[src/rtl/seg7_pkg.sv]
// Shared types and segment codes for the seg7 display slice.
package seg7_pkg;

    localparam int unsigned NDIGITS = 4;

    typedef logic [3:0] bcd_t;

    // Segment order {g,f,e,d,c,b,a}, active high
    localparam logic [6:0] SEG_0    = 7'h3F;
    localparam logic [6:0] SEG_1    = 7'h06;
    localparam logic [6:0] SEG_2    = 7'h5B;
    localparam logic [6:0] SEG_3    = 7'h4F;
    localparam logic [6:0] SEG_4    = 7'h66;
    localparam logic [6:0] SEG_5    = 7'h6D;
    localparam logic [6:0] SEG_6    = 7'h7D;
    localparam logic [6:0] SEG_7    = 7'h07;
    localparam logic [6:0] SEG_8    = 7'h7F;
    localparam logic [6:0] SEG_9    = 7'h6F;
    localparam logic [6:0] SEG_DASH = 7'h40;
    localparam logic [6:0] SEG_OFF  = 7'h00;

endpackage

[src/rtl/seg7_decode.sv]
// Combinational BCD to 7-segment decoder; non-decimal codes show a dash.
module seg7_decode
    import seg7_pkg::*;
(
    input  logic [3:0] bcd_i,
    output logic [6:0] seg_o
);

    always_comb begin
        seg_o = SEG_DASH;
        case (bcd_i)
            4'd0:    seg_o = SEG_0;
            4'd1:    seg_o = SEG_1;
            4'd2:    seg_o = SEG_2;
            4'd3:    seg_o = SEG_3;
            4'd4:    seg_o = SEG_4;
            4'd5:    seg_o = SEG_5;
            4'd6:    seg_o = SEG_6;
            4'd7:    seg_o = SEG_7;
            4'd8:    seg_o = SEG_8;
            4'd9:    seg_o = SEG_9;
            default: seg_o = SEG_DASH;
        endcase
    end

endmodule

[src/rtl/seg7_scan.sv]
// Four-digit multiplexed 7-segment scanner with blinking colon, all outputs registered.
// Define SEG7_LZB_EN to blank a leading zero in the hours-tens digit.
module seg7_scan
    import seg7_pkg::*;
#(
    parameter int unsigned SCAN_DIV  = 32,
    parameter int unsigned COLON_DIV = 16384
) (
    input  logic       clk32k_i,
    input  logic       rstn_i,
    input  logic       en_i,
    input  logic [3:0] min0_i,
    input  logic [3:0] min1_i,
    input  logic [3:0] hour0_i,
    input  logic [3:0] hour1_i,
    output logic [6:0] seg_o,
    output logic [3:0] an_o,
    output logic       colon_o
);

    localparam int unsigned SW = $clog2(SCAN_DIV);
    localparam int unsigned CW = (COLON_DIV > 1) ? $clog2(COLON_DIV) : 1;

    logic [SW-1:0]             scan_cnt_q, scan_cnt_d;
    logic [1:0]                dig_idx_q, dig_idx_d;
    logic [CW-1:0]             blink_cnt_q, blink_cnt_d;
    logic                      colon_q, colon_d;
    logic [NDIGITS-1:0][3:0]   snap_q, snap_d;
    logic [6:0]                seg_q, seg_d;
    logic [3:0]                an_q, an_d;

    logic       scan_last, blink_last, frame_end, lzb;
    logic [6:0] dec_seg;

    assign scan_last  = (scan_cnt_q == SW'(SCAN_DIV - 1));
    assign blink_last = (blink_cnt_q == CW'(COLON_DIV - 1));
    assign frame_end  = scan_last && (dig_idx_q == 2'd3);

    seg7_decode u_dec (
        .bcd_i (snap_q[dig_idx_q]),
        .seg_o (dec_seg)
    );

`ifdef SEG7_LZB_EN
    assign lzb = (dig_idx_q == 2'd3) && (snap_q[3] == 4'd0);
`else
    assign lzb = 1'b0;
`endif

    always_comb begin
        scan_cnt_d  = scan_cnt_q;
        dig_idx_d   = dig_idx_q;
        blink_cnt_d = blink_cnt_q;
        colon_d     = colon_q;
        snap_d      = snap_q;
        seg_d       = SEG_OFF;
        an_d        = '0;
        if (!en_i) begin
            // Disabled: hold everything at frame start but keep the snapshot live
            scan_cnt_d  = '0;
            dig_idx_d   = '0;
            blink_cnt_d = '0;
            colon_d     = 1'b0;
            snap_d      = {hour1_i, hour0_i, min1_i, min0_i};
        end else begin
            scan_cnt_d  = scan_last ? '0 : scan_cnt_q + 1'b1;
            dig_idx_d   = scan_last ? dig_idx_q + 2'd1 : dig_idx_q;
            blink_cnt_d = blink_last ? '0 : blink_cnt_q + 1'b1;
            colon_d     = blink_last ? ~colon_q : colon_q;
            if (frame_end) begin
                snap_d = {hour1_i, hour0_i, min1_i, min0_i};
            end
            if (scan_cnt_q != '0) begin
                an_d  = 4'b0001 << dig_idx_q;
                seg_d = lzb ? SEG_OFF : dec_seg;
            end
        end
    end

    always_ff @(posedge clk32k_i or negedge rstn_i) begin
        if (!rstn_i) begin
            scan_cnt_q  <= '0;
            dig_idx_q   <= '0;
            blink_cnt_q <= '0;
            colon_q     <= 1'b0;
            snap_q      <= '0;
            seg_q       <= '0;
            an_q        <= '0;
        end else begin
            scan_cnt_q  <= scan_cnt_d;
            dig_idx_q   <= dig_idx_d;
            blink_cnt_q <= blink_cnt_d;
            colon_q     <= colon_d;
            snap_q      <= snap_d;
            seg_q       <= seg_d;
            an_q        <= an_d;
        end
    end

    assign seg_o   = seg_q;
    assign an_o    = an_q;
    assign colon_o = colon_q;

endmodule
[config.mk]
export PLATFORM = sky130hd
export DESIGN_NAME = seg7_scan
export DESIGN_NICKNAME = d
export VERILOG_FILES = /design/src/rtl/seg7_pkg.sv /design/src/rtl/seg7_decode.sv /design/src/rtl/seg7_scan.sv
export SDC_FILE = /design/constraint.sdc
export NUM_CORES = 1
export LEC_CHECK = 0
export BUFFER_PORTS_ARGS = -buffer_cell sky130_fd_sc_hd__buf_2
export CORE_ASPECT_RATIO = 1.25
export CORE_MARGIN = 2
export CORE_UTILIZATION = 61
export DETAILED_ROUTE_END_ITERATION = 8
export HOLD_SLACK_MARGIN = 0.06
export PLACE_DENSITY = 0.8
export REMOVE_ABC_BUFFERS = 1
export SKIP_CTS_REPAIR_TIMING = 1
export SLEW_MARGIN = 10
export SYNTH_ARGS = -nofsm -noshare
export SYNTH_HDL_FRONTEND = slang
export SYNTH_SLANG_ARGS = --single-unit
[constraint.sdc]
create_clock -name clk32k_i -period 3 [get_ports clk32k_i]
set_input_delay 0.45 -clock clk32k_i [delete_from_list [all_inputs] [get_ports clk32k_i]]
set_output_delay 0.45 -clock clk32k_i [all_outputs]
set_load 0.05 [all_outputs]
Word-level counts from Yosys, hierarchy flattened
Memories as Yosys holds them, arrays and structs flattened.
Cells that the tools add are included.
{ "classes": {"n_reduce_logical": 2, "bitwise": 1, "addsub": 3, "shifts": 1, "eq_ne": 6, "muxes": 16, "magnitude_cmp": 1} }
{ "ops": {"columns": ["operator", "count"], "rows": [
  ["$mux W16", 2],
  ["$mux W14", 2],
  ["$add A14 B1 Y14 const B", 1],
  ["$eq A14 B14 Y1 const B", 1],
  ["$mux W7", 2],
  ["$mux W4", 3],
  ["$mux W5", 2],
  ["$bmux W4 S2", 1],
  ["$ne A2 B1 Y1 const B", 3],
  ["$add A5 B1 Y5 const B", 1],
  ["$eq A5 B5 Y1 const B", 1],
  ["$reduce_bool A5 Y1", 1],
  ["$mux W2", 2],
  ["$shl A1 B2 Y4 const A", 1],
  ["$lt A2 B3 Y1 const B", 1],
  ["$add A2 B1 Y2 const B", 1],
  ["$eq A2 B2 Y1 const B", 1],
  ["$mux W1", 2],
  ["$logic_and A1 B1 Y1", 1],
  ["$not A1 Y1", 1]
]} }
{ "word_totals": {"n_memories": 1, "elab_cells": 41, "register_bits": 49, "output_inout_bits": 12, "rom_bits": 112} }
{ "memory_table": {"columns": ["name", "depth", "word_bits", "rd", "rd_clocked_by_memory_dff", "wr", "line_no", "text"], "rows": [
  ["(name not given)", 16, 7, 1, 0, 0, "seg7_decode.sv:11", "case (bcd_i)"]
]} }

Depth between registers and ports, before layout
An unclocked memory read counts as a cell.
{ "logic_depth": {"depth_word": 5, "depth_mapped": 7} }

Cells and area by module
Synthesis repeated with hierarchy kept, for this count alone.
{ "hier_totals": {"hier_cells": 197, "hier_area_um2": 2394.8} }
{ "modules_own_cells": {"columns": ["mod", "n_inst", "cells_each", "area_per_inst_um2", "seq_area_each_um2"], "rows": [
  ["seg7_scan", 1, 168, 2169.6, 1226.2],
  ["seg7_decode", 1, 29, 225.2, 0.0]
]} }

Least setup slack after synthesis
Ideal clock, no wire load.
{ "synth_path": {"path_kind": "register to register", "from": "register scan_cnt_q[0]", "to": "register snap_q[0] in the netlist's numbering", "setup_ns": 0.125, "stages_incl_launch_ff": 7, "arrival_time_ns": 1.857, "period_less_slack_ns": 1.982, "path_buffers": 1, "required_time_ns": 2.875, "path_slack_ns": 1.018, "path_cell_list": "dfrtp_1 -> ha_1 -> and3_1 -> ha_1 -> a21oi_2 -> buf_4 -> mux2_2"} }
{ "synth_via": {"elab_chain_len": 3} }
{ "synth_rtl": {"columns": ["element", "line_no", "text"], "rows": [
  ["from (decl)", "seg7_scan.sv:24", "logic [SW-1:0] scan_cnt_q, scan_cnt_d;"],
  ["from (signal assigned)", "seg7_scan.sv:90", "scan_cnt_q <= scan_cnt_d;"],
  ["$eq A5 B5 Y1", "seg7_scan.sv:35", "assign scan_last = (scan_cnt_q == SW'(SCAN_DIV - 1));"],
  ["$logic_and A1 B1 Y1", "seg7_scan.sv:37", "assign frame_end = scan_last && (dig_idx_q == 2'd3);"],
  ["$ne A2 B1 Y1 (no source line)", null, null],
  ["to (signal assigned)", "seg7_scan.sv:94", "snap_q <= snap_d;"],
  ["to (decl)", "seg7_scan.sv:28", "logic [NDIGITS-1:0][3:0] snap_q, snap_d;"]
]} }
Every way passes these cells.
A chain may end at the register's enable or synchronous reset.

Final worst setup path
{ "layout_path": {"from": "register dig_idx_q[0]", "to": "register seg_q[3] (netlist: seg_o[3])"} }
{ "layout_via": {"elab_chain_len": 5} }
{ "layout_rtl": {"columns": ["element", "line_no", "text"], "rows": [
  ["from (decl)", "seg7_scan.sv:25", "logic [1:0] dig_idx_q, dig_idx_d;"],
  ["from (signal assigned)", "seg7_scan.sv:91", "dig_idx_q <= dig_idx_d;"],
  ["$bmux W4 S2", "seg7_scan.sv:40", ".bcd_i (snap_q[dig_idx_q]),"],
  ["$mux W4 (not written as such)", "seg7_scan.sv:40", null],
  ["$mem_v2 Z16 W7", null, null],
  ["$mux W7", "seg7_scan.sv:73", "if (scan_cnt_q != '0) begin"],
  ["$mux W7", "seg7_scan.sv:58", "if (!en_i) begin"],
  ["named net seg_d[3]", "seg7_scan.sv:29", "logic [6:0] seg_q, seg_d;"],
  ["to (signal assigned)", "seg7_scan.sv:95", "seg_q <= seg_d;"],
  ["to (decl)", "seg7_scan.sv:29", null]
]} }
The timed path passes the listed nets, and every way through them passes these cells. The select of a mux whose other input is x is not followed.

==> metrics.yaml <==
power:
  p_leak_nw: 1.21
  power.share.clock: 0.295
  combinationalPowerShare: 0.140
  switching_share: 0.271
  power_frac_seq: 0.565
  finalPower_mw: 1.27
  irDropWorstVdd_mv: 0.302
  internal_power_mw: 0.927
  power_switching_mw: 0.344
  power_density_nw_per_um2: 501
timing:
  setup_violations: 0
  worst_slew_pin_slew_ns: 1.02
  min_period_ns: 2.11
  fin_worst_skew_ns: 0.0120
  fmax_mhz: 474
  post-route-period-util: 0.703
  max_slew_margin: 0.318
  drv_slew: 0
  timing.final.ws_setup_ns: 0.890
  grt_setup_unrepaired: "no"
  setup_tns_ns: 0
  hold_viol: 0
critical_path:
  cp_slowest_cell: "mux4_2"
  crit_buf_inv: 1
  crit_fanout: 8
  worstPathCellList: "mux4_2, inv_1, ha_1, or2b_1, a21oi_1, nor2_1"
  endpoint_kind: "flip-flop"
  critical_path_arrival_ns: 2.32
  criticalPathCategory: "flip-flop to flip-flop"
  critPathLaunchType: "flip-flop"
  slowest_delay_ns: 0.60
  worstPathRequired_ns: 3.21
  path_delay_family: "multiplexers"
global_route:
  grt.overflow.total: 0
  grtUsageTotal: 0.207
  antenna_found_initial: 0
  grt_pass1_vias: 1535
  grt_pass1_wl_mm: 6.58
  grt_max_degree: 50
yosys:
  yosys.area_share.adder: 0.0714
  yosysTopAreaCellShare: 0.538
  syn-instance-count: 192
  synth_top_area_cell: "dfrtp_1"
  avgSynthCellArea_sq_um: 11.9
  synth_top_family_by_area: "simple AND/OR/NAND/NOR gates"
  synth_edf_count: 0
  synth_top_cells_by_area: "dfrtp_1 (54%), mux2_2 (7.9%), ha_1 (7.1%)"
  ys_seq_area_frac: 0.538
  synthFlopType: "dfrtp_1"
  yosys_warnings: 0
  netlist_top_cells_count: "dfrtp_1 (49), nor2_1 (22), mux2_2 (16)"
  synth-seq-cells: 49
  synth-compound-area-share: 0.0401
  synthSimpleGateAreaFrac: 0.150
  netlist_area_sq_um: 2280
  yosysMostFrequentCell: "dfrtp_1"
  synthArstFlopShare: 1.00
  synth_cell_type_count: 34
  synth_xor_area_frac: 0.0500
  synthMuxAreaShare: 0.123
routing:
  drt_iter0_drc: 70
  drcViolationCount: 2
  first_pass_iters: 6
  wl_mm: 3.78
  via_count: 1471
  ant_nets: 0
  wl_per_cell_microns: 14.2
  vias_per_cell: 5.53
floorplan:
  die_x_microns: 58.7
  core_sq_um: 3540
  ios: 31
  die_height_microns: 72.3
  start_util: 0.643
  row_count: 24
  fp.dieArea_sq_um: 4240
cts:
  cts_buffers: 5
  max-clock-path-buffers: 2
  ctsHtreeMaxLevel: 2
  insertion_delay_ns: 0.31
  cts_sinks: 49
  tritoncts: "built"
  path_clk_slew_ns: 0.09
  cts_root_buffer: "clkbuf_8"
final_layout:
  fin_nets: 258
  layout-drive-gt1-share: 0.269
  seqCellArea_sq_um: 1230
  area_growth_pct: 11.4
  final_cells: 266
  antennaDiodeCount: 0
  fillers: 282
  multiInputGateArea_sq_um: 990
placed_design:
  dp_hpwl_mm: 2.81
  place_ws_ns: 0.899
  place.gp.congestion: 0.728
  port_buffers: 30
  dp_cells: 258
worst_hold_path:
  hold_path.class: "input port to asynchronous set/reset pin"
outcome:
  outcome: "finished, violations left"
  violations: "design-rule violations"
run:
  drv_cap: 0
state kept, by name (all words and copies together) (netlist names):
signal	cells
snap_q	16
blink_cnt_q	14
seg_o	7
scan_cnt_q	5
an_o	4
dig_idx_q	2
colon_o	1
metrics by stage:
step / hold slack, ns / utilization / area [sq um]
3_5_place_dp: 0.477 / 0.693 / 2460
3_3_place_gp: 0.467 / 0.693 / 2460
5_1_grt: 0.371 / 0.716 / 2540
2_1_floorplan: 0.154 / - / 2250
6_report: 0.315 / 0.716 / 2540
4_1_cts: 0.352 / 0.716 / 2540
worst paths after layout:
kind / depth (start not counted) / slack, ns / from / endpoint
max: 6 / 0.89 / dig_idx_q[0] / seg_o[3]
min: 1 / 0.31 / rstn_i / an_o[1]
max reg2reg: 6 / 0.89 / dig_idx_q[0] / seg_o[3]
min reg2reg: 1 / 0.48 / scan_cnt_q[0] / scan_cnt_q[0]
max in group asynchronous: 1 / 2.05 / rstn_i / snap_q[12]
min in group clk32k_i: 2 / 0.36 / min0_i[3] / snap_q[3]
cells in the final DEF, fill, tap and decap left out, types with 2 or more instances in the layout:
cell type,Yosys,final
dfrtp_1,49,49
clkinv_2,0,2
xnor2_1,7,7
and2_1,7,7
xor2_1,6,6
a21oi_1,9,9
nor4_1,2,2
mux4_2,4,4
inv_1,8,8
buf_2,2,30
nor2_1,22,22
nand2_1,8,8
clkbuf_8,0,5
or3_1,4,4
o21ai_0,3,3
nand4_1,4,4
mux2_2,16,16
ha_1,13,13
nand3_1,6,6
and3_1,3,3
or2_0,2,2
nand2b_1,3,3
logic make-up after synthesis:
family                     after synthesis
and+or+nand+nor                         67
DFF                                     49
muxes                                   21
AOI/OAI and AO/OA                       16
xor gates and xnor gates                13
buffers and inverters                   13
adders and majority gates               13
power groups by stage:
stage	clock [mW]	sequential, mW	combinational, mW
final	0.376	0.718	0.178
after global routing	0.400	0.724	0.197
after CTS	0.387	0.719	0.180
after detailed placement	0	0.732	0.179
after global placement	0	0.730	0.170
after floorplan	0	0.765	0.0848
final cells by class:
type / instances / area share
clock buffers: 6 / 0.0286
clock inverters: 2 / 0.00394
inverters: 9 / 0.0133
multi-input cells: 130 / 0.390
flip-flops and latches: 49 / 0.483
well taps: 39 / 0.0192
repair buffers: 31 / 0.0621
metal layers:
layer,part of all wire,up-vias,GRT usage
met2,0.53,25,0.368
li1,-,717,-
met4,0.019,0,0.0833
met1,0.41,721,0.236
met5,0,-,0
met3,0.036,8,0.0481
Power figures use the tool's default switching activity.
